`config.mk`:
```
export PLATFORM = sky130hd
export DESIGN_NAME = seg_scan_mux
export DESIGN_NICKNAME = d
export VERILOG_FILES = /design/src/rtl/seg_scan_mux.sv
export SDC_FILE = /design/constraint.sdc
export NUM_CORES = 1
export LEC_CHECK = 0
export ABC_CLOCK_PERIOD_IN_PS = 1900
export CAP_MARGIN = 20
export CORE_MARGIN = 2
export CORE_UTILIZATION = 44
export DETAILED_ROUTE_END_ITERATION = 7
export PLACE_DENSITY = 0.75
export SYNTH_ARGS = -nofsm -noshare
export SYNTH_HDL_FRONTEND = slang
export SYNTH_SLANG_ARGS = --single-unit
```
`constraint.sdc`:
```
create_clock -name clk -period 1.9 [get_ports clk]
set_input_delay 0.19 -clock clk [delete_from_list [all_inputs] [get_ports clk]]
set_output_delay 0.19 -clock clk [all_outputs]
set_load 0.005 [all_outputs]
```
`src/rtl/seg_scan_mux.sv`:
```
// Time-multiplexed 7-segment hex display driver, active-low segments/anodes.
// Optional LEADING_ZERO_BLANK_EN: darkens leading zero digits (digit 0 never suppressed).
module seg_scan_mux #(
    parameter int unsigned NUM_DIGITS = 4,
    parameter int unsigned SCAN_DIV   = 50000
) (
    input  logic                    clk,
    input  logic                    reset,
    input  logic [4*NUM_DIGITS-1:0] hex_in,
    input  logic [NUM_DIGITS-1:0]   blank,
    input  logic [NUM_DIGITS-1:0]   dp_in,
    output logic [6:0]              seg_out,
    output logic                    dp_out,
    output logic [NUM_DIGITS-1:0]   an_out
);

    localparam int unsigned DIV_W = (SCAN_DIV > 2) ? $clog2(SCAN_DIV) : 1;
    localparam int unsigned IDX_W = (NUM_DIGITS > 1) ? $clog2(NUM_DIGITS) : 1;
    localparam logic [DIV_W-1:0] DIV_LAST = DIV_W'(SCAN_DIV - 1);
    localparam logic [IDX_W-1:0] IDX_LAST = IDX_W'(NUM_DIGITS - 1);
    localparam logic [6:0]       SEG_OFF  = 7'b1111111;

    // Elaboration-time parameter range guard
    if (NUM_DIGITS < 1 || NUM_DIGITS > 8) begin : g_bad_num_digits
        $error("seg_scan_mux: NUM_DIGITS must be 1..8");
    end
    if (SCAN_DIV < 2) begin : g_bad_scan_div
        $error("seg_scan_mux: SCAN_DIV must be >= 2");
    end

    logic [DIV_W-1:0]      div_cnt_q, div_cnt_d;
    logic [IDX_W-1:0]      digit_idx_q, digit_idx_d;
    logic [6:0]            seg_q, seg_d;
    logic                  dp_q, dp_d;
    logic [NUM_DIGITS-1:0] an_q, an_d;

    logic                  tick;
    logic [NUM_DIGITS-1:0] eff_blank;
    logic [3:0]            sel_hex;
    logic                  sel_blank;
    logic                  sel_dp;

    function automatic logic [6:0] glyph(input logic [3:0] v);
        logic [6:0] g;
        case (v)
            4'h0:    g = 7'b1000000;
            4'h1:    g = 7'b1111001;
            4'h2:    g = 7'b0100100;
            4'h3:    g = 7'b0110000;
            4'h4:    g = 7'b0011001;
            4'h5:    g = 7'b0010010;
            4'h6:    g = 7'b0000010;
            4'h7:    g = 7'b1111000;
            4'h8:    g = 7'b0000000;
            4'h9:    g = 7'b0010000;
            4'hA:    g = 7'b0001000;
            4'hB:    g = 7'b0000011;
            4'hC:    g = 7'b1000110;
            4'hD:    g = 7'b0100001;
            4'hE:    g = 7'b0000110;
            default: g = 7'b0001110;
        endcase
        return g;
    endfunction

`ifdef LEADING_ZERO_BLANK_EN
    // Walk down from the top digit; a digit is dark while every digit above and including it is zero
    logic lz_run;
    always_comb begin
        eff_blank = blank;
        lz_run    = 1'b1;
        for (int i = int'(NUM_DIGITS) - 1; i > 0; i--) begin
            lz_run = lz_run & (hex_in[4*i +: 4] == 4'h0);
            if (lz_run) begin
                eff_blank[i] = 1'b1;
            end
        end
    end
`else
    assign eff_blank = blank;
`endif

    // Select the currently scanned digit's value, blank and decimal point
    always_comb begin
        sel_hex   = 4'h0;
        sel_blank = 1'b1;
        sel_dp    = 1'b0;
        for (int unsigned i = 0; i < NUM_DIGITS; i++) begin
            if (digit_idx_q == IDX_W'(i)) begin
                sel_hex   = hex_in[4*i +: 4];
                sel_blank = eff_blank[i];
                sel_dp    = dp_in[i];
            end
        end
    end

    assign tick = (div_cnt_q == DIV_LAST);

    // Divider, digit pointer and registered output drive
    always_comb begin
        div_cnt_d   = div_cnt_q + DIV_W'(1);
        digit_idx_d = digit_idx_q;
        seg_d       = SEG_OFF;
        dp_d        = 1'b1;
        an_d        = '1;

        if (tick) begin
            div_cnt_d = '0;
            if (digit_idx_q == IDX_LAST) begin
                digit_idx_d = '0;
            end else begin
                digit_idx_d = digit_idx_q + IDX_W'(1);
            end
        end

        if (!sel_blank) begin
            seg_d = glyph(sel_hex);
            dp_d  = ~sel_dp;
            an_d  = ~(NUM_DIGITS'(1) << digit_idx_q);
        end
    end

    always_ff @(posedge clk) begin
        if (reset) begin
            div_cnt_q   <= '0;
            digit_idx_q <= '0;
            seg_q       <= SEG_OFF;
            dp_q        <= 1'b1;
            an_q        <= '1;
        end else begin
            div_cnt_q   <= div_cnt_d;
            digit_idx_q <= digit_idx_d;
            seg_q       <= seg_d;
            dp_q        <= dp_d;
            an_q        <= an_d;
        end
    end

    assign seg_out = seg_q;
    assign dp_out  = dp_q;
    assign an_out  = an_q;

endmodule
```
# Word level (Yosys, flattened, before mapping)
# Memory sizes are Yosys's and may differ from the RTL's. A register that Yosys moved wholly into a read port is not among the register bits.
# Cells that the tools add are included.
# word_totals
wordCells	30
ramBits	0
in_bits	26
register_bits	23
memories	1
mem_bits_ro	112
latchBits	0
out_inout_bits	12
# op_classes
n_reduce_logical	3
n_mul	0
n_shift	1
n_eq_ne	4
order_cmp	0
bitwise_logic	2
n_addsub	2
div	0
mux	13
# memory_table
memory	depth	width	rd	rd_clocked_by_memory_dff	wr	line	rtl
(name not given)	16	7	1	1	0	45	case (v)
# op_table
cell	count
adder 16 x 1 -> 16 bit (second input constant)	1
equality test 16 bit (second input constant)	1
2-to-1 mux 4 bit	4
2-to-1 mux 1 bit	8
equality test 2 bit (second input constant)	2
NOT 4 bit	1
OR reduction 2 bit	2
<< shifter 1 x 2 -> 4 bit (first input constant)	1
adder 2 x 1 -> 2 bit (second input constant)	1
equality test 2 x 1 -> 1 bit (second input constant)	1
logical NOT 2 bit	1
2-to-1 mux 2 bit	1
NOT 1 bit	1

# Longest topological paths before layout
# Gate-level depths: netlist (run 1).
# logic_depth
depth_word	6
mapped_depth	11

# Worst setup path before layout (run 1)
# Ideal clock, no wire load.
# synth_path
kind	reg2reg
start	register digit_idx_q[1]
end	register seg_q[3], in the netlist seg_out[3]
n_path_buf	1
path_slack_ns	-0.169
arrival_ns	1.947
stages_incl_launch_ff	12
path_cell_list	dfxtp_1 > inv_1 > ha_1 > buf_6 > nor2b_1 > a22oi_1 > a21oi_2 > inv_1 > ha_1 > nor2_1 > a211oi_1 > o21ai_1
# synth_via
elab_chain_len	6
elab_cells_between_ends	13
# synth_rtl
element	line	rtl
from (decl)	32	logic [IDX_W-1:0] digit_idx_q, digit_idx_d;
from (signal assigned)	132	digit_idx_q <= digit_idx_d;
logical NOT 2 bit	89	if (digit_idx_q == IDX_W'(i)) begin
2-to-1 mux 1 bit (4 in a row)	89	
OR reduction 2 bit (no line)	-	
to (decl)	33	logic [6:0] seg_q, seg_d;
# Parallel ways exist; a longest one is shown, timed or not.
# A chain may end at the register's enable or synchronous reset.

# Worst setup path in the final report (run 1)
# layout_path
start	register digit_idx_q[1]
end	register seg_q[4], in the netlist seg_out[4]
# Same word-level chain as after synthesis.

==> impl_metrics.csv, run 1 <==
group,metric,value,unit
outcome,status,"complete, but fails checks",
outcome,violations,"negative setup slack",
global_routing,top_usage_layer,"met2",
sta,fin_crit_sh,1.028,
synthesis,synth.avg_cell_area,8.870,um^2
route,via_per_inst,5.149,
cts,clock-sinks,30,
run,maxCapViolations,0,
synthesis,syn_area,0.001588,mm^2
setup_path,worstPathRequired,2.11,ns
pwr,p_switching,0.3296,mW
floorplanning,rows,21,
floorplanning,die_y,64.07,um
sta,rsz0062_at_grt,"yes",
setup_path,worst-endpoint-arrival,2.17,ns
synthesis,syn_inst,179,
sta,finalHoldViolations,0,
floorplanning,fp.dieW,64.07,um
synthesis,synth_most_common_cell,"dfxtp_1",
route,drt_iter0_markers,109,
synthesis,ys_seq_area_frac,0.3783,
global_routing,use_met2,0.3815,
sta,fmax,0.5120,GHz
sta,setup_viol,2,
cts,clk_pin_slew_worst_paths,0.10,ns
cts,h-tree-depth,2,
cts,numCtsBuffers,5,
setup_path,critical_path.max_fanout,7,
route,drt-pass1-iter-count,4,
floorplanning,initial_utilization,0.4684,
global_routing,track_usage,0.2140,
min_path,hp-start,"div_cnt_q[0]",
pwr,leakage,0.9335,nW
route,ant_nets,0,
synthesis,ys.flop_type,"dfxtp_1",
global_routing,grt.overflow.total,0,
cells_and_area,nets,279,
sta,finalWorstSetupSlack,-0.05319,ns
sta,slew_headroom,0.7249,
synthesis,synthTopCellsByArea,"dfxtp_1 38%, ha_1 8.7%, nor2_1 5.9%, xnor2_1 5.5%, nand2_1 3.8%",
cts,insertion_delay,0.33,ns
synthesis,synth_area_leader_cell,"dfxtp_1",
min_path,hold_class,"flip-flop to flip-flop",
placement,dp.cells,275,
synthesis,synth_edf_count,0,
sta,worst_pin_slew,0.4127,ns
global_routing,gr-usage-met3,0.03345,
route,drc_errors,0,
synthesis,synth.distinct_cells,44,
synthesis,yosysTopAreaCellShare,0.3783,
synthesis,syn_nets,216,
synthesis,synth_seq_cells,30,
setup_path,worstReg2RegEnd,"seg_out[4]",
pwr,clock_power_share,0.375,
setup_path,end_kind,"flip-flop",
setup_path,worst-r2r-setup-slack,-0.05,ns
sta,min_period,1.953,ns
min_path,whs_path_depth,1,
pwr,p_total,1.367,mW
global_routing,grt_pass1_vias,1509,
cells_and_area,area_growth,50.12,%
pwr,power.density,573.5,mW/mm^2
synthesis,postSynth.asyncResetShare,0,
setup_path,r2r_cells,8,
global_routing,grtUsageMet1,0.2503,
setup_path,worstSetupPathType,"flip-flop to flip-flop",
pwr,p_seq_frac,0.475,
synthesis,synth_common_cells,"30 x dfxtp_1, 25 x nor2_1, 16 x nand2_1",
route,num_vias,1488,
pwr,swShare,0.2411,
global_routing,grt_max_degree,16,
pwr,comb_power_share,0.150,
cts,ctsHoldBuffers,0,
setup_path,endpoint,"seg_out[4]",
placement,pre_cts_ws,-0.1465,ns
placement,numPortBuffers,37,
synthesis,synth-warning-count,0,
placement,routabilityCongestion,0.9214,
placement,dp_hpwl,3035,um
sta,drv_slew,0,
cts,clockBufferDepth,2,
cells_and_area,layout-drive-gt1-share,0.2634,
setup_path,crit_path_start_kind,"flip-flop",
floorplanning,die_area,0.004105,mm^2
sta,finClkSkew,0.003679,ns
global_routing,grt_pass1_wl,6837,um
pwr,internal_power,1.037,mW
route,wirelength,4132,um
route,drt-wirelength-per-cell,14.30,um
cells_and_area,diodes,0,
floorplanning,coreArea,0.003390,mm^2
cts,cts_root_buf,"clkbuf_4",
cells_and_area,post-route-util,0.7032,
pwr,peakVddDrop,265.1,uV
setup_path,cp-startpoint,"digit_idx_q[1]",
cells_and_area,stdcell_count,289,
cts,cts_tree,"done",
global_routing,antenna_found_initial,0,
floorplanning,io_pins,38,
setup_path,rr_startpoint,"digit_idx_q[1]",
==> power by group through the flow <==
stage	Clock (mW)	Sequential, mW	Combinational, mW
after floorplan	0	0.667	0.0738
after global placement	0	0.666	0.182
after detailed placement	0	0.668	0.187
after CTS	0.521	0.650	0.189
after global routing	0.538	0.652	0.222
final	0.513	0.650	0.204
==> kinds of logic after synthesis <==
kind of cell    synth area share
simple gates              0.2427
flops                     0.3783
compound gates            0.1332
buf+inv                  0.06304
xor+xnor                 0.07722
fa+ha+maj                0.08668
mux                      0.01891
==> flip-flops by register name (all words and copies together), names as in the netlist <==
signal and cells:
an_out 4, dp_out 1, digit_idx_q 2, seg_out 7, div_cnt_q 16
==> metrics by stage <==
stage	instance area, um^2	hold slack [ns]	TNS, ns
2_1_floorplan	1620	0.2517	0
3_3_place_gp	2160	0.4248	-0.09417
3_5_place_dp	2160	0.4370	-0.7499
4_1_cts	2300	0.4308	0
5_1_grt	2384	0.4864	-0.3660
6_report	2384	0.4580	-0.06395
==> placed cells by master, fill, tap and decap left out, types with 4 or more instances in the layout <==
master,n
clkdlybuf4s50_1,37
clkbuf_4,5
xor2_1,4
xnor2_1,10
ha_2,4
nand3_1,8
inv_1,9
dfxtp_1,28
buf_4,22
nor2_1,24
nand2_1,16
ha_4,5
a21oi_2,4
inv_2,4
o221ai_1,4
==> worst max-delay path, cell delays in order (launching register included) <==
cell and delay (ns):
dfxtp_4 0.39, inv_4 0.05, ha_4 0.19, buf_6 0.13, nand3b_1 0.19, a311oi_4 0.39
inv_2 0.14, mux2i_1 0.22, o221ai_1 0.13
==> worst min path at each step <==
| stage | end |
|---|---|
| after floorplan | digit_idx_q[0] |
| after global placement | div_cnt_q[0] |
| after detailed placement | div_cnt_q[0] |
| after CTS | an_out[3] |
| after global routing | an_out[3] |
| final | div_cnt_q[0] |
==> per-layer routing <==
| layer | vias up | share of wire |
|---|---|---|
| li1 | 733 | - |
| met1 | 690 | 0.42 |
| met4 | 0 | 0.017 |
| met2 | 57 | 0.51 |
| met3 | 8 | 0.055 |
| met5 | - | 0 |
==> layout make-up <==
cell class	instances	area, um^2
timing repair buffer	62	578.1
fill	271	1006
multi-input combinational	128	1001
tap	46	57.56
inverter	15	61.31
clock inverter	3	40.04
sequential	30	608.1
clock buffer	5	37.54
==> timing repair <==
item	4_1_cts	5_1_grt
setup endpoints to repair	7	23
buffers inserted	2	4
gates resized for setup	12	16
pin swaps	6	11
Note: power is estimated with default switching activity, not from simulation.
==> run 2: changes to the inputs <==
--- a/config.mk
+++ b/config.mk
@@ -9,2 +9,3 @@
 export CAP_MARGIN = 20
+export CORE_ASPECT_RATIO = 1.5
 export CORE_MARGIN = 2
@@ -12,2 +13,3 @@
 export DETAILED_ROUTE_END_ITERATION = 7
+export GPL_ROUTABILITY_DRIVEN = 0
 export PLACE_DENSITY = 0.75
==> constraint.sdc (replaced) <==
create_clock -name clk -period 1.9 [get_ports clk]
set_input_delay 0.285 -clock clk [delete_from_list [all_inputs] [get_ports clk]]
set_output_delay 0.285 -clock clk [all_outputs]
set_load 0.005 [all_outputs]
==> impl_metrics.csv, run 2 (synthesis results as in run 1) <==
group,metric,value,unit
setup_path,end_kind,"flip-flop",
setup_path,worst-r2r-setup-slack,0.05,ns
global_routing,antenna_found_initial,0,
cells_and_area,fin_area,0.002391,mm^2
min_path,holdPathEnd,"div_cnt_q[0]",
sta,min_period,1.847,ns
cts,insertion_delay,0.28,ns
sta,hold_slack,0.4414,ns
cells_and_area,final_cell_mix,"37 x clkdlybuf4s50_1, 28 x dfxtp_1, 23 x nor2_1, 22 x buf_4, 16 x nand2_1",
placement,dpl_cell_area,0.002162,mm^2
cts,clockBufferDepth,2,
floorplanning,initial_utilization,0.4648,
setup_path,crit_path_start_kind,"flip-flop",
route,drc_errors,0,
sta,finalHoldViolations,0,
sta,fmax,0.5415,GHz
cts,cts_root_buf,"clkbuf_8",
global_routing,track_usage,0.1978,
setup_path,worst-endpoint-arrival,2.07,ns
setup_path,worstReg2RegEnd,"seg_out[0]",
pwr,internal_power,1.011,mW
route,ant_nets,0,
setup_path,r2r_cells,8,
pwr,swShare,0.2380,
global_routing,grt_pass1_vias,1429,
setup_path,critical_path.max_fanout,6,
outcome,status,"finished clean",
pwr,clock_power_share,0.359,
sta,worst_pin_slew,0.3945,ns
route,drt-pass1-iter-count,4,
setup_path,crit_top_cell,"buf_6",
floorplanning,io_pins,38,
setup_path,cpMaxStageDelayCell,"dfxtp_2",
global_routing,grt.overflow.total,0,
route,via_per_inst,5.154,
sta,drv_slew,0,
sta,fin_crit_sh,0.9720,
pwr,p_seq_frac,0.491,
cts,numCtsBuffers,5,
pwr,p_switching,0.3158,mW
pwr,leakage,0.9445,nW
pwr,power.density,554.9,mW/mm^2
setup_path,cpPeakStageDelay,0.33,ns
pwr,peakVddDrop,457.5,uV
sta,setup_viol,0,
cts,cts_tree,"done",
sta,finClkSkew,0.008192,ns
setup_path,worstPathRequired,2.12,ns
min_path,whs_path_depth,1,
cells_and_area,largest_register,"div_cnt_q",
sta,rsz0062_at_grt,"yes",
setup_path,worstSetupPathType,"flip-flop to flip-flop",
placement,dp_hpwl,2789,um
route,num_vias,1469,
cts,ctsHoldBuffers,0,
run,maxCapViolations,0,
cts,h-tree-depth,2,
min_path,hold_class,"flip-flop to flip-flop",
floorplanning,rows,26,
pwr,comb_power_share,0.149,
global_routing,grt_max_degree,16,
floorplanning,die_y,77.57,um
route,drt_iter0_markers,24,
sta,tns,0,ns
min_path,hp-start,"div_cnt_q[0]",
cells_and_area,nets,280,
cells_and_area,layout-drive-gt1-share,0.2551,
cells_and_area,diodes,0,
global_routing,grt_pass1_wl,6044,um
floorplanning,coreArea,0.003416,mm^2
route,drt-wirelength-per-cell,13.21,um
floorplanning,die_area,0.004115,mm^2
sta,slew_headroom,0.7370,
placement,numPortBuffers,37,
cells_and_area,largest_reg_flops,16,
cts,clk_pin_slew_worst_paths,0.07,ns
cells_and_area,layout_commonest_cell,"clkdlybuf4s50_1",
floorplanning,fp.dieW,53.05,um
cells_and_area,area_growth,50.59,%
route,wirelength,3764,um
cts,clock-sinks,30,
setup_path,rr_startpoint,"digit_idx_q[1]",
setup_path,worstPathCellList,"buf_6 > ha_4 > buf_6 > nor2b_1 > a311o_1 > or2_4 > and4b_1 > a21oi_2",
[run 2: cell types whose count changed in the layout (fill, tap and decap cells not counted), moves of 2 or more]
| cell | delta |
|---|---|
| ha_1 | +3 |
| clkbuf_8 | +5 |
| ha_2 | -3 |
| clkbuf_4 | -5 |
| inv_1 | +2 |
[run 2: per-stage QoR]
| step | setup WS, ns | utilization | cells | total power, mW |
|---|---|---|---|---|
| after floorplan | 0.01794 | - | 179 | 0.7412 |
| after global placement | -0.07419 | 0.6330 | 272 | 0.8524 |
| after detailed placement | -0.1339 | 0.6330 | 272 | 0.8545 |
| after CTS | 0.004419 | 0.6744 | 280 | 1.331 |
| after global routing | -0.05513 | 0.7000 | 285 | 1.393 |
| final | 0.05329 | 0.7000 | 285 | 1.327 |
[run 2: worst max path at each step]
stage | slack, ns | startpoint | end | depth (start not counted)
CTS | 0.004 | digit_idx_q[0] | seg_out[3] | 10
global route | -0.06 | digit_idx_q[0] | seg_out[5] | 10
global placement | -0.07 | digit_idx_q[1] | seg_out[3] | 9
floorplan | 0.02 | digit_idx_q[1] | seg_out[3] | 11
finish | 0.05 | digit_idx_q[1] | seg_out[0] | 8
detailed placement | -0.13 | digit_idx_q[1] | seg_out[3] | 9
[run 2: area by class of cell]
type                            count  area [um^2]
Fill cell                         271         1025
Multi-Input combinational cell    128         1006
Sequential cell                    30        605.6
Timing Repair Buffer               63        589.3
Clock buffer                        5        68.82
Inverter                           15        58.81
Tap cell                           42        52.55
Clock inverter                      2        10.01
[run 2: power groups by stage]
stage,clock (mW),sequential (mW),combinational [mW]
floorplan,0,0.667,0.0738
global placement,0,0.667,0.186
detailed placement,0,0.667,0.187
CTS,0.489,0.653,0.189
global route,0.524,0.653,0.216
finish,0.477,0.652,0.198
[run 2: routing by layer]
metal	vias up	GRT usage	part of all wire
li1	736	-	-
met3	6	0.04808	0.045
met2	43	0.3450	0.54
met4	0	0.1128	0.021
met1	684	0.2053	0.39
met5	-	0	0
[run 2: worst max-delay path, delay by kind of cell (launching register included)]
family | cells | cell delay, ns
buffers and inverters | 2 | 0.27
AOI/OAI and AO/OA | 2 | 0.40
DFF | 1 | 0.33
adders and majority gates | 1 | 0.18
and+or+nand+nor | 3 | 0.61
[run 2: repair_timing]
item	4_1_cts	5_1_grt
buffers inserted	1	5
endpoints found under the setup margin	7	7
resized for setup	11	16
pin swaps	1	4
